==> src/rtl/render_cfg_regs.sv <==
// Render configuration register block: Avalon-MM slave with shadow/active register banks,
// a start/busy/done handshake to the render pipeline, sticky status bits and a frame counter.
module render_cfg_regs #(
  parameter int DATA_W      = 32,
  parameter int NUM_MAT     = 2,
  parameter int LIGHT_WORDS = 3,
  parameter int BASE_W      = 26
) (
  input  logic                          clk,
  input  logic                          reset_n,
  input  logic [15:0]                   address,
  input  logic                          write,
  input  logic                          read,
  input  logic [DATA_W-1:0]             writedata,
  output logic [DATA_W-1:0]             readdata,
  output logic                          readdatavalid,
  output logic [NUM_MAT*16*DATA_W-1:0]  mat,
  output logic [LIGHT_WORDS*DATA_W-1:0] lighting,
  output logic [BASE_W-1:0]             frame_buffer_base,
  output logic [BASE_W-1:0]             vertex_buffer_base,
  output logic                          render_start,
  output logic                          busy,
  input  logic                          render_done
);

  localparam int                 MAT_WORDS = NUM_MAT * 16;
  localparam logic [BASE_W-1:0]  VB_RST    = BASE_W'(32'h0030_0000);
  localparam logic [7:0]         LIGHT_PG  = 8'(NUM_MAT + 1);

  typedef enum logic [1:0] {
    S_IDLE = 2'd0,
    S_ARM  = 2'd1,
    S_BUSY = 2'd2
  } state_t;

  state_t r_state, w_state_nxt;

  logic [DATA_W-1:0] r_mat_sh   [MAT_WORDS];
  logic [DATA_W-1:0] r_light_sh [LIGHT_WORDS];
  logic [BASE_W-1:0] r_fb_sh, r_vb_sh;

  logic [NUM_MAT*16*DATA_W-1:0]  r_mat_act;
  logic [LIGHT_WORDS*DATA_W-1:0] r_light_act;
  logic [BASE_W-1:0]             r_fb_act, r_vb_act;

  logic [15:0]       r_frame_cnt;
  logic              r_done, r_err, r_render_start;
  logic [DATA_W-1:0] r_rdata;
  logic              r_rvalid;

  // Address decode: page = address[15:8], word = address[7:2]
  logic [7:0] w_page;
  logic [5:0] w_word;
  logic       w_sel_fb, w_sel_vb, w_sel_ctrl, w_sel_fcnt;
  logic       w_ctrl_wr, w_start_req, w_rd_accept;
  logic       w_commit, w_frame_done, w_err_set;
  logic       w_unused;

  assign w_page      = address[15:8];
  assign w_word      = address[7:2];
  assign w_unused    = ^address[1:0];
  assign w_sel_fb    = (w_page == 8'd0) && (w_word == 6'd0);
  assign w_sel_vb    = (w_page == 8'd0) && (w_word == 6'd1);
  assign w_sel_ctrl  = (w_page == 8'd0) && (w_word == 6'd2);
  assign w_sel_fcnt  = (w_page == 8'd0) && (w_word == 6'd3);
  assign w_ctrl_wr   = write && w_sel_ctrl;
  assign w_start_req = w_ctrl_wr && writedata[0];
  assign w_rd_accept = read && !write;

  // FSM next-state and per-cycle strobes
  always_comb begin
    // NOTE: every signal written here gets a default first so no path leaves it unassigned (no latch).
    w_state_nxt  = r_state;
    w_commit     = 1'b0;
    w_frame_done = 1'b0;
    w_err_set    = 1'b0;
    case (r_state)
      S_IDLE: begin
        if (w_start_req) w_state_nxt = S_ARM;
      end
      S_ARM: begin
        w_commit    = 1'b1;
        w_err_set   = w_start_req;
        w_state_nxt = S_BUSY;
      end
      S_BUSY: begin
        w_err_set = w_start_req;
        if (render_done) begin
          w_frame_done = 1'b1;
          w_state_nxt  = S_IDLE;
        end
      end
      default: w_state_nxt = S_IDLE;
    endcase
  end

  // NOTE: sequential state uses non-blocking assignments so every flop samples pre-edge values.
  always_ff @(posedge clk or negedge reset_n) begin
    if (!reset_n) begin
      r_state        <= S_IDLE;
      r_done         <= 1'b0;
      r_err          <= 1'b0;
      r_frame_cnt    <= 16'd0;
      r_render_start <= 1'b0;
    end else begin
      r_state        <= w_state_nxt;
      // Registered so the pulse coincides with the freshly committed active outputs
      r_render_start <= w_commit;
      if (w_frame_done)                     r_done <= 1'b1;
      else if (w_ctrl_wr && writedata[1])   r_done <= 1'b0;
      if (w_err_set)                        r_err  <= 1'b1;
      else if (w_ctrl_wr && writedata[2])   r_err  <= 1'b0;
      if (w_frame_done) r_frame_cnt <= r_frame_cnt + 16'd1;
    end
  end

  // Shadow bank: the only thing bus writes ever touch
  always_ff @(posedge clk or negedge reset_n) begin
    if (!reset_n) begin
      // NOTE: these register arrays are small flop banks with a defined reset value, so they are reset like any other state.
      for (int i = 0; i < MAT_WORDS; i++)   r_mat_sh[i]   <= '0;
      for (int i = 0; i < LIGHT_WORDS; i++) r_light_sh[i] <= '0;
      r_fb_sh <= '0;
      r_vb_sh <= VB_RST;
    end else if (write) begin
      if (w_sel_fb) r_fb_sh <= writedata[BASE_W-1:0];
      if (w_sel_vb) r_vb_sh <= writedata[BASE_W-1:0];
      for (int m = 0; m < NUM_MAT; m++) begin
        for (int w = 0; w < 16; w++) begin
          if (w_page == 8'(m + 1) && w_word == 6'(w)) r_mat_sh[m*16 + w] <= writedata;
        end
      end
      for (int w = 0; w < LIGHT_WORDS; w++) begin
        if (w_page == LIGHT_PG && w_word == 6'(w)) r_light_sh[w] <= writedata;
      end
    end
  end

  // Active bank: changes only on the single commit cycle of a frame start
  always_ff @(posedge clk or negedge reset_n) begin
    if (!reset_n) begin
      r_mat_act   <= '0;
      r_light_act <= '0;
      r_fb_act    <= '0;
      r_vb_act    <= VB_RST;
    end else if (w_commit) begin
      for (int i = 0; i < MAT_WORDS; i++)   r_mat_act[i*DATA_W +: DATA_W]   <= r_mat_sh[i];
      for (int i = 0; i < LIGHT_WORDS; i++) r_light_act[i*DATA_W +: DATA_W] <= r_light_sh[i];
      r_fb_act <= r_fb_sh;
      r_vb_act <= r_vb_sh;
    end
  end

  // Read mux; anything not decoded reads as zero
  logic [DATA_W-1:0] w_rdata;
  always_comb begin
    w_rdata = '0;
    if (w_sel_fb)   w_rdata = DATA_W'(r_fb_sh);
    if (w_sel_vb)   w_rdata = DATA_W'(r_vb_sh);
    if (w_sel_ctrl) w_rdata = DATA_W'({r_err, r_done, busy});
    if (w_sel_fcnt) w_rdata = DATA_W'(r_frame_cnt);
    for (int m = 0; m < NUM_MAT; m++) begin
      for (int w = 0; w < 16; w++) begin
        if (w_page == 8'(m + 1) && w_word == 6'(w)) w_rdata = r_mat_sh[m*16 + w];
      end
    end
    for (int w = 0; w < LIGHT_WORDS; w++) begin
      if (w_page == LIGHT_PG && w_word == 6'(w)) w_rdata = r_light_sh[w];
    end
  end

  always_ff @(posedge clk or negedge reset_n) begin
    if (!reset_n) begin
      r_rdata  <= '0;
      r_rvalid <= 1'b0;
    end else begin
      r_rvalid <= w_rd_accept;
      if (w_rd_accept) r_rdata <= w_rdata;
    end
  end

  assign busy               = (r_state != S_IDLE);
  assign render_start       = r_render_start;
  assign mat                = r_mat_act;
  assign lighting           = r_light_act;
  assign frame_buffer_base  = r_fb_act;
  assign vertex_buffer_base = r_vb_act;
  assign readdata           = r_rdata;
  assign readdatavalid      = r_rvalid;

endmodule

==> config.mk <==
export PLATFORM = sky130hd
export DESIGN_NAME = render_cfg_regs
export DESIGN_NICKNAME = d
export VERILOG_FILES = /design/src/rtl/render_cfg_regs.sv
export SDC_FILE = /design/constraint.sdc
export NUM_CORES = 2
export LEC_CHECK = 0
export CAP_MARGIN = 25
export CORE_AREA = 2 2 496 498
export DETAILED_ROUTE_END_ITERATION = 10
export DIE_AREA = 0 0 498 500
export DONT_BUFFER_PORTS = 1
export PLACE_DENSITY_LB_ADDON = 0.2
export SLEW_MARGIN = 20
export SYNTH_ARGS = -nofsm -noshare
export SYNTH_HDL_FRONTEND = slang
export SYNTH_SLANG_ARGS = --single-unit
==> constraint.sdc <==
create_clock -name clk -period 5.6 [get_ports clk]
set_input_delay 0.28 -clock clk [delete_from_list [all_inputs] [get_ports clk]]
set_output_delay 0.28 -clock clk [all_outputs]
set_load 0.01 [all_outputs]
After elaboration in Yosys (flattened, before gate mapping) --
Cells that the tools add are included.
Word-level totals: output and inout port bits 1207, register bits 2398
Cells by class: equality and inequality tests 22, $add $sub $neg 1, reductions and logical operators 90, muxes and demuxes 50
Operators by type and width (count):
- 32-bit two-way mux | 38
- 2-bit AND reduction | 38
- 6-bit by 4-bit equality test with 1-bit output, second input constant | 8
- 1-bit logical AND | 44
- 26-bit two-way mux | 1
- 6-bit by 3-bit equality test with 1-bit output, second input constant | 4
- 16-bit by 1-bit adder with 16-bit output, second input constant | 1
- 8-bit by 2-bit equality test with 1-bit output, second input constant | 2
- 6-bit by 2-bit equality test with 1-bit output, second input constant | 2
- 8-bit by 1-bit equality test with 1-bit output, second input constant | 1
- 8-bit logical NOT | 1
- 1-bit two-way mux | 8
- 6-bit by 1-bit equality test with 1-bit output, second input constant | 1
- 6-bit logical NOT | 1
- 2-bit case mux with 3 select lines | 1
- 2-bit nonzero test | 3
- 2-bit two-way mux | 2
- 2-bit inequality test, second input constant | 2
- 2-bit by 1-bit equality test with 1-bit output, second input constant | 1
- 2-bit equality test, second input constant | 1
- 2-bit logical NOT | 1
- 2-bit OR reduction | 1
- 1-bit logical NOT | 1

Logic depth before layout (Yosys ltp) --
word-level depth 41, mapped depth 13, depth with buffers taken out 10

Worst setup path before layout --
Ideal clock, no wire load.
path kind input to register, start point input port address[5], end point register r_rdata[24], in the netlist readdata[24], setup slack 3.015 ns, stages 10, required time 5.475 ns, buffers on the path 2, arrival time 2.460 ns, path through buf_2 > or4_4 > buf_6 > nor4_4 > nand2_1 > a2111oi_0 > o2111ai_1 > a21oi_1 > o31a_1 > o21ai_1
Between the ends: longest elaborated chain between the ends 41, elaborated cells between the ends (all ways) 94, those cells by class 15 x eq/ne; 39 x mux; 40 x reduce/logical
Ends and longest elaborated chain:
- from (decl) | line 11 | input logic [15:0] address,
- 6-bit logical NOT | line 62, 164, 168
- 1-bit logical AND | line 62 | assign w_sel_fb = (w_page == 8'd0) && (w_word == 6'd0);
- 26-bit two-way mux | line 158 | if (w_sel_fb) w_rdata = DATA_W'(r_fb_sh);
- 32-bit two-way mux | line 159 | if (w_sel_vb) w_rdata = DATA_W'(r_vb_sh);
- 32-bit two-way mux | line 160 | if (w_sel_ctrl) w_rdata = DATA_W'({r_err, r_done, busy});
- 32-bit two-way mux | line 161 | if (w_sel_fcnt) w_rdata = DATA_W'(r_frame_cnt);
- 32-bit two-way mux (32 in series) | line 164 | if (w_page == 8'(m + 1) && w_word == 6'(w)) w_rdata = r_mat_sh[m*16 + w];
- 32-bit two-way mux (2 in series) | line 168 | if (w_page == LIGHT_PG && w_word == 6'(w)) w_rdata = r_light_sh[w];
- 32-bit two-way mux * | line 168
- to (signal assigned) | line 178 | if (w_rd_accept) r_rdata <= w_rdata;
- to (decl) | line 48 | logic [DATA_W-1:0] r_rdata;
Mark *: on every way between the ends. The rest lies on a longest branch, timed or not. A chain may end at the register's enable or synchronous reset.

Final worst setup path --
start point input port address[15], end point register r_rdata[8], in the netlist readdata[8]
Between the ends: longest elaborated chain between the ends 41, elaborated cells between the ends (all ways) 82, those cells by class 3 x eq/ne; 39 x mux; 40 x reduce/logical
Ends and longest elaborated chain (line):
- 8-bit logical NOT
- 1-bit logical AND | 62
- 26-bit two-way mux | 158
- 32-bit two-way mux | 159
- 32-bit two-way mux | 160
- 32-bit two-way mux | 161
- 32-bit two-way mux (32 in series) | 164
- 32-bit two-way mux (2 in series) | 168
- 32-bit two-way mux * | 168
Marks and branches as above.

==> impl_metrics.py <==
metrics = {
    "power_and_ir_drop": {
        "ir_drop_v": 0.000336,
        "total_power_mw": 40.0,
        "power_density_nw_per_um2": 352,
        "p_leak_nw": 56.7,
    },
    "routing": {
        "firstDrtPassIters": 7,
        "drtIter0Drc": 6588,
        "routed_wl_um": 443000,
        "drtAntennaViolNets": 0,
        "post_drt_via_cell_ratio": 6.21,
        "wl_per_cell_um": 42.6,
        "num_vias": 64500,
        "route.detailed.drc": 0,
    },
    "logic_synthesis": {
        "synthesis.instances": 6796,
        "syn_area_um2": 98000,
        "seq_area_frac_synth": 0.612,
        "synth-async-reset-ratio": 1.00,
        "synth-seq-cells": 2398,
        "syn_nets": 6854,
        "synth_warnings": 0,
        "synth_edf_count": 0,
        "syn_avg_cell_area_um2": 14.4,
        "ys.flop_type": "dfrtp_1",
        "ys_types": 86,
    },
    "grt": {
        "grt_pass1_wl_um": 594000,
        "gr-total-overflow": 0,
        "use_met2": 0.556,
        "antenna_found_initial": 38,
        "grt_max_degree": 177,
        "track_usage": 0.349,
        "grtUsageMet1": 0.409,
        "first_global_vias": 64900,
        "use_met3": 0.147,
        "busiest_layer": "met2",
    },
    "cells_and_area": {
        "final_nets": 7013,
        "area_delta_synth_final_pct": 15.8,
        "fin_util": 0.464,
        "final_cell_mix": "2394 x dfrtp_1, 2353 x mux2_2, 287 x clkbuf_16",
        "drive_above_1_share": 0.445,
        "layout_commonest_cell": "dfrtp_1",
    },
    "cts": {
        "numClockSinks": 2398,
        "clockBufferDepth": 4,
        "cts_inserted_buffers": 281,
        "cts_resized": 0,
        "clock_latency_ns": 0.98,
        "cts-root-buf": "clkbuf_16",
        "htree_levels": 5,
        "cts_tree": "built",
        "clkSlewWorstSetupHoldPaths_ns": 0.06,
        "cts_setup_buffers": 0,
    },
    "status": {
        "status": "finished with violations",
        "violations": "negative hold slack",
    },
    "timing": {
        "holdWs_ns": -0.0104,
        "finalSetupViolations": 0,
        "clock.fmax_ghz": 0.221,
        "rsz0062_at_grt": "false",
        "slew_headroom": 0.232,
        "period_minus_slack_ns": 4.53,
        "drv_slew": 0,
        "fin_setup_tns_ns": 0,
        "skew_ns": 0.0779,
        "hold_violations": 1,
        "final.period_utilization": 0.810,
        "tightest_slew_ns": 1.14,
    },
    "worst_setup_path": {
        "crit_family": "compound AO/OA/AOI/OAI gates",
        "crit_type": "input pin to flop",
        "startpoint_type": "input pin",
        "critPathLaunch": "address[15]",
        "critPathRequiredTime_ns": 6.43,
        "critical_path_buf_inv_count": 2,
        "crit_chain": "or4_2 -> nor3_1 -> buf_4 -> nand2_1 -> o21ai_0 -> a31oi_1 -> o21ai_1 -> a41oi_1 -> buf_4 -> o21ai_1 -> a21oi_1",
        "worstPathMaxFanout": 16,
        "critPathSlowestCell": "or4_2",
        "endpoint_kind": "flop",
        "r2r-start": "r_mat_sh[988]",
        "crit_arrival_ns": 5.36,
        "max_stage_delay_ns": 1.12,
    },
    "placement": {
        "gp_congestion": 0.935,
        "io_buffers": 0,
        "dp_hpwl_um": 316000,
    },
    "worst_hold_path": {
        "min_path_type": "input pin to asynchronous set/reset pin",
    },
    "floorplan": {
        "die_x_um": 498,
        "start_util": 0.401,
        "dieArea_um2": 249000,
        "top_level_ports": 1260,
        "die_h_um": 500,
        "num_rows": 182,
        "core-area_um2": 244000,
    },
    "flow_run": {
        "maxCapViolations": 0,
    },
}
## path summary, 6_finish.rpt
kind	cells past startpoint	to	slack, ns
setup / recovery	11	readdata[8]	1.07
hold / removal	2	r_mat_sh[853]	-0.01
setup reg to reg	9	readdata[28]	1.45
hold reg to reg	1	mat[769]	0.46
max in group asynchronous	4	r_mat_sh[649]	3.85
min in group clk	4	r_mat_sh[735]	0.08
## routing by layer
layer | vias to the layer above | part of all wire
met5 | - | 0.00018
met4 | 10 | 0.053
met3 | 750 | 0.11
met2 | 3261 | 0.47
met1 | 35100 | 0.36
li1 | 25400 | -
## area by class of cell
cell class	instances	area, um2
antenna	18	45.0
multi-input combinational	3874	36200
timing repair buffer	388	4200
clock inverter	67	649
fill	21500	131000
clock buffer	412	8270
tap	3220	4030
sequential	2398	60000
inverter	12	45.0
## worst register-to-register path, cell delays in order (launching register included)
cell and delay (ns):
dfrtp_1 0.39, mux2i_1 0.47, o21ai_0 0.22, a221oi_1 0.70
nor3_1 0.34, buf_4 0.23, o221ai_1 0.48, a41oi_1 0.36
o21ai_0 0.63, a21oi_1 0.15
## power by group
part	switching (mW)	total [mW]	internal (mW)	leakage (nW)
sequential	0.132	17.5	17.4	33.5
combinational	2.76	4.38	1.62	18.8
clock	7.41	18.1	10.7	4.42
## per-stage QoR
step | instance area, um2 | hold WS (ns) | std cells | setup slack, ns
detailed placement | 103000 | 0.365 | 9785 | 0.120
CTS | 113000 | 0.00844 | 10400 | 1.15
finish | 113000 | -0.0104 | 10400 | 1.07
global placement | 103000 | 0.358 | 9773 | -0.332
floorplan | 98000 | -0.0156 | 6796 | 3.02
global route | 113000 | 0.0156 | 10400 | 1.21
## cells by family (layout without fill, tap and decap cells)
| group | count (synthesis) | in the layout | synth area share |
|---|---|---|---|
| buf+inv | 524 | 879 | 0.0212 |
| fa+ha+maj | 5 | 5 | 0.000638 |
| other cells | 0 | 18 | 0 |
| mux | 2371 | 2371 | 0.272 |
| compound gates | 824 | 824 | 0.0578 |
| xor+xnor | 15 | 15 | 0.00134 |
| flops | 2398 | 2398 | 0.612 |
| simple gates | 659 | 659 | 0.0344 |
## cells in the mapped netlist, drive strengths merged, types with 18 or more instances
cell type	n	area share
dfrtp	2394	0.61
mux2	2353	0.27
clkbuf	320	0.012
nand2	206	0.0079
buf	192	0.0085
o22ai	173	0.011
o21ai	152	0.0078
nor2	138	0.0056
a22oi	136	0.010
a21oi	85	0.0043
nor3	85	0.0048
nand3	73	0.0037
nand4	50	0.0033
a221oi	36	0.0032
a222oi	33	0.0034
nor4	24	0.0025
a31oi	23	0.0015
o221ai	23	0.0021
a22o	20	0.0018
or3	19	0.0012
o211ai	18	0.0014
## flip-flops by register name, summed over array words and instances (netlist names), 2 cells and up
register	flops
mat	1024
r_mat_sh	1024
lighting	96
r_light_sh	96
readdata	32
frame_buffer_base	26
r_fb_sh	26
r_vb_sh	26
vertex_buffer_base	26
r_frame_cnt	16
r_state	2
## timing repair
item / CTS / global route
endpoints found under the setup margin: 0 / 0
hold buffers: 103 / 1
endpoints found under the hold margin: 1578 / 8
Power figures use the tool's default switching activity.
